===== config.mk =====
export PLATFORM = sky130hd
export DESIGN_NAME = alu_serial_seq
export DESIGN_NICKNAME = d
export VERILOG_FILES = /design/src/rtl/alu_serial_seq.sv
export SDC_FILE = /design/constraint.sdc
export NUM_CORES = 1
export LEC_CHECK = 0
export ABC_AREA = 1
export CORE_ASPECT_RATIO = 0.6
export CORE_MARGIN = 2
export CORE_UTILIZATION = 43
export CTS_CLUSTER_SIZE = 8
export DETAILED_ROUTE_END_ITERATION = 7
export GPL_ROUTABILITY_DRIVEN = 0
export PLACE_DENSITY = 0.72
export SLEW_MARGIN = 20
export SYNTH_ARGS = -nofsm -noshare
export SYNTH_HDL_FRONTEND = slang
export SYNTH_SLANG_ARGS = --single-unit

===== constraint.sdc =====
create_clock -name clk -period 1.4 [get_ports clk]
set_input_delay 0.35 -clock clk [delete_from_list [all_inputs] [get_ports clk]]
set_output_delay 0.35 -clock clk [all_outputs]
set_load 0.1 [all_outputs]

===== src/rtl/alu_serial_seq.sv =====
// -----------------------------------------------------------------------------
// alu_serial_seq
// Bit-serial sequencer for a single-bit ALU slice. Two WIDTH-bit operands are
// shifted LSB-first through one external slice, one bit per clock. The slice
// carry is chained through a register, and the WIDTH-bit result is assembled
// by shifting each slice output in at the MSB end.
//
// Optional feature macro: ALU_SERIAL_ZERO_EN
//   defined   -> zero flag (result == 0) is tracked through an nz register
//   undefined -> zero port is present but tied to 0
//
// Ports:
//   clk          rising-edge system clock
//   rst_n        asynchronous active-low reset
//   start        request pulse, sampled only in IDLE
//   op[1:0]      slice function code (00 add, 01 OR, 10 AND, 11 misc)
//   a, b         WIDTH-bit operands, latched on an accepted start
//   cin          initial carry / b-invert control, latched on an accepted start
//   busy         high while bits are being processed (RUN)
//   done         one-cycle pulse when result/cout are valid
//   result       assembled result, held until the next accepted start
//   cout         final carry, held with result
//   zero         result-is-zero flag (see macro above)
//   slice_a/b    current operand bits to the slice
//   slice_cin    current carry-in to the slice
//   slice_ctrl   function code to the slice
//   slice_f      slice function output (combinational)
//   slice_cout   slice carry output
// -----------------------------------------------------------------------------
module alu_serial_seq #(
  parameter int WIDTH = 8
) (
  input  logic             clk,
  input  logic             rst_n,
  input  logic             start,
  input  logic [1:0]       op,
  input  logic [WIDTH-1:0] a,
  input  logic [WIDTH-1:0] b,
  input  logic             cin,
  output logic             busy,
  output logic             done,
  output logic [WIDTH-1:0] result,
  output logic             cout,
  output logic             zero,
  output logic             slice_a,
  output logic             slice_b,
  output logic             slice_cin,
  output logic [1:0]       slice_ctrl,
  input  logic             slice_f,
  input  logic             slice_cout
);

  localparam int CW = $clog2(WIDTH) + 1;
  localparam logic [CW-1:0] LAST_BIT = CW'(WIDTH - 1);

  typedef enum logic [1:0] {
    IDLE = 2'd0,
    RUN  = 2'd1,
    DONE = 2'd2
  } state_t;

  state_t           r_state;
  state_t           w_state_next;

  logic [WIDTH-1:0] r_a_sh;
  logic [WIDTH-1:0] r_b_sh;
  logic [1:0]       r_op_q;
  logic             r_carry;
  logic [CW-1:0]    r_cnt;
  logic [WIDTH-1:0] r_result;
  logic             r_cout;

  logic             w_accept;
  logic             w_last;

  assign w_accept = (r_state == IDLE) && start;
  assign w_last   = (r_state == RUN) && (r_cnt == LAST_BIT);

  // ---------------------------------------------------------------------------
  // FSM: state register
  // ---------------------------------------------------------------------------
  always_ff @(posedge clk or negedge rst_n) begin
    if (!rst_n) begin
      r_state <= IDLE;
    end else begin
      r_state <= w_state_next;
    end
  end

  // ---------------------------------------------------------------------------
  // FSM: next state and state-decoded outputs
  // ---------------------------------------------------------------------------
  always_comb begin
    w_state_next = r_state;
    busy         = 1'b0;
    done         = 1'b0;
    slice_a      = 1'b0;
    slice_b      = 1'b0;
    slice_cin    = 1'b0;
    slice_ctrl   = r_op_q;
    case (r_state)
      IDLE: begin
        if (start) begin
          w_state_next = RUN;
        end
      end
      RUN: begin
        busy      = 1'b1;
        slice_a   = r_a_sh[0];
        slice_b   = r_b_sh[0];
        slice_cin = r_carry;
        if (r_cnt == LAST_BIT) begin
          w_state_next = DONE;
        end
      end
      DONE: begin
        done         = 1'b1;
        w_state_next = IDLE;
      end
      default: begin
        w_state_next = IDLE;
      end
    endcase
  end

  // ---------------------------------------------------------------------------
  // Datapath
  // ---------------------------------------------------------------------------
  always_ff @(posedge clk or negedge rst_n) begin
    if (!rst_n) begin
      r_a_sh   <= '0;
      r_b_sh   <= '0;
      r_op_q   <= 2'b00;
      r_carry  <= 1'b0;
      r_cnt    <= '0;
      r_result <= '0;
      r_cout   <= 1'b0;
    end else if (w_accept) begin
      r_a_sh   <= a;
      r_b_sh   <= b;
      r_op_q   <= op;
      r_carry  <= cin;
      r_cnt    <= '0;
      r_result <= '0;
    end else if (r_state == RUN) begin
      r_a_sh   <= {1'b0, r_a_sh[WIDTH-1:1]};
      r_b_sh   <= {1'b0, r_b_sh[WIDTH-1:1]};
      r_carry  <= slice_cout;
      r_cnt    <= r_cnt + 1'b1;
      r_result <= {slice_f, r_result[WIDTH-1:1]};
      // cout is captured together with the final carry so it is already
      // valid during the DONE cycle and then simply held.
      if (w_last) begin
        r_cout <= slice_cout;
      end
    end
  end

  assign result = r_result;
  assign cout   = r_cout;

`ifdef ALU_SERIAL_ZERO_EN
  logic r_nz;
  logic r_zero;

  always_ff @(posedge clk or negedge rst_n) begin
    if (!rst_n) begin
      r_nz   <= 1'b0;
      r_zero <= 1'b0;
    end else if (w_accept) begin
      r_nz <= 1'b0;
    end else if (r_state == RUN) begin
      r_nz <= r_nz | slice_f;
      // Include the final bit directly so zero is valid alongside done.
      if (w_last) begin
        r_zero <= ~(r_nz | slice_f);
      end
    end
  end

  assign zero = r_zero;
`else
  assign zero = 1'b0;
`endif

endmodule


==> metrics.txt <==
pwr/cell area 2640 mW/mm²; CP required 1050 ps; Max Cap Viol 0; Crit Path Max Fanout 5; via count 1,393; Compound-Gate Fraction of Synth Area under 10%; Clock Skews 6.14 ps; leading cell types in the layout, fill and taps excluded nand2_1, dfrtp_1, inv_1; DRT Wirelength 3490 µm; # DRC 0; Clk pwr share 10.6%; Critical Path AT 1240 ps; FF-to-FF Start r_state[1]; GRT Total Usage 20.1%; startpoint types register; Starting Density 44.1%; I/O Buffers 39; syn_area_per_cell between 7 and 8 µm²; reg2reg end cout; DIE WIDTH about 83 µm; most common cell after layout, fill and taps aside nand2_1; CP Class reg -> out; Post-Synth XOR/XNOR Area 0%; via/cell ratio roughly 4.5; I/O pins slightly above 40; Detailed Place HPWL 2480 µm; Worst Setup End Kind primary output; Die Area 0.00423 mm²; Place WS -132 ps; peak per-stage delay on the critical path 410 ps; R2R depth 7; maximum VDD drop 0.00199 V; largest family of logic cells by synthesized area simple AND/OR/NAND/NOR gates; Die Height 51.2 µm; Leakage roughly 1.2 nW; filler instances 306; clock-pin slew on the worst setup and hold paths 70 ps; cell row count 17; # setup viols final 5; worst min path class in -> async; syn nets 235; Unique masters post-synth 16; P_sw 0.00318 W; worst skew pair latency 280 ps; drt first-iter violations 98; Switching Fraction between 40 and 50%; post-synthesis sequential area ratio 53.3%; post-synthesis register bit count 34; CTS buffer count 5; Multi-input gate area 629 µm²; fin crit share 113%; Diodes inserted 0; area grow syn2layout 51.8%; Worst Setup Slack, final -189 ps; reg-to-reg slack, setup ~80 ps; Reg power frac 27.5%; clock buffer depth 2; critical path's slowest cell dfrtp_1; first-pass GRT wire length approximately 6300 µm; post-synthesis adder-cell area fraction 0.784%; vias in the first global route 1,412; Sink Count 34; DRT Pass-1 Iters 5; Post-DRT Antenna Nets 0; max-slew violations 0; Core Box Area 0.00362 mm²; H-tree depth 2; synthesized cell area 0.00160 mm²; CTS tree done; final core occ 67.0%; Achievable Freq roughly 630 MHz; RSZ-0062 raised after global routing yes; Hold Fails Final Rpt 0; Reg area 852 µm²; P_int 0.00321 W; Synth Area in Simple Gates a little under a third; failing checks negative setup slack; multiplexer area fraction after synthesis 0%; post-DR wirelength/cell 11.2 µm; Worst Setup SP r_state[1]; worst-path cell chain buf_4, nor2_4, buf_12; hold_ws 435 ps; hold bufs inserted after CTS 0; outcome complete, but fails checks; post-layout min period ~1600 ps; root buffer cell clkbuf_8; Final Net Count 289; largest net degree at the start of global routing 35; global route overflow 0; antenna violations before repair 0; Comb power frac 61.9%; Synth warnings 0; share of layout cells above drive strength 1 18.2%; Gate Count Post-Synth 210
## layout make-up
type | instances | share of cell area (%)
Multi-Input combinational cell | 143 | 26.0
Clock buffer | 7 | 3.15
Tap cell | 47 | 2.43
Inverter | 26 | 4.03
Sequential cell | 34 | 35.2
Timing Repair Buffer | 54 | 29.2
## critical path, delay by kind of cell, from the launching register on
| kind | cells | cell delay (ps) |
|---|---|---|
| buf+inv | 2 | 360 |
| flops | 1 | 410 |
| simple gates | 1 | 190 |
## routing by layer
| metal | vias up | wire [µm] | global-route usage [%] |
|---|---|---|---|
| li1 | 726 | - | - |
| met1 | 630 | 1780 | 28.3 |
| met2 | 32 | 1500 | 30.4 |
| met3 | 5 | 184 | 4.95 |
| met4 | 0 | 27 | 7.38 |
| met5 | - | 0 | 0 |
## cells in the mapped netlist
cell type / n / share of area (%)
nand2_1: 110 / 26
dfrtp_1: 34 / 53
inv_1: 24 / 5.6
o21ai_0: 13 / 4.1
nor2_1: 8 / 1.9
nand3_1: 5 / 1.6
buf_4: 3 / 1.4
buf_2: 2 / 0.63
buf_6: 2 / 1.4
inv_2: 2 / 0.47
nor2_4: 2 / 1.4
conb_1: 1 / 0.24
ha_1: 1 / 0.78
nand2_2: 1 / 0.39
o21ai_1: 1 / 0.31
o21ai_2: 1 / 0.55
## power by group through the flow
stage | Clock [W] | Sequential [W] | Combinational (W)
after floorplan | 0 | 0.00265 | 0.00158
after global placement | 0 | 0.00176 | 0.00389
after detailed placement | 0 | 0.00177 | 0.00393
after CTS | 0.000696 | 0.00176 | 0.00394
after global routing | 0.000738 | 0.00182 | 0.00425
final | 0.000675 | 0.00176 | 0.00396
## flip-flops by register name, summed over array words and instances, names as in the netlist
signal,cells
cout,1
result,8
r_cnt,4
r_a_sh,8
slice_ctrl,2
r_state,2
r_b_sh,8
r_carry,1
## through the flow
step | power [W] | instance area [µm²] | TNS (ps) | std cells
2_1_floorplan | 0.00423 | 1630 | -320 | 210
3_3_place_gp | 0.00565 | 2310 | -1640 | 301
3_5_place_dp | 0.00570 | 2310 | -2430 | 301
4_1_cts | 0.00639 | 2390 | -818 | 308
5_1_grt | 0.00681 | 2420 | -950 | 311
6_report | 0.00639 | 2420 | -708 | 311
## what timing repair did
action                     in CTS  in global routing
setup buffers                   0                  3
pin swaps                       2                  4
gates resized for setup         0                  3
setup endpoints to repair       5                 10
## worst max path at each step
stage                     end  slack, ps  cells past startpoint
detailed placement  r_a_sh[7]       -130                      4
CTS                   slice_a       -170                      4
floorplan             slice_a       -110                      3
global placement    result[7]       -110                      4
global route             busy       -220                      3
finish                   busy       -190                      3
## kinds of logic (layout without fill, tap and decap cells)
kind of cell / Yosys count / in the layout
AOI/OAI and AO/OA: 15 / 15
adders and majority gates: 1 / 1
buffers and inverters: 33 / 87
DFF: 34 / 34
other: 1 / 1
and+or+nand+nor: 126 / 126
No activity file was read; power rests on OpenSTA's default activity.
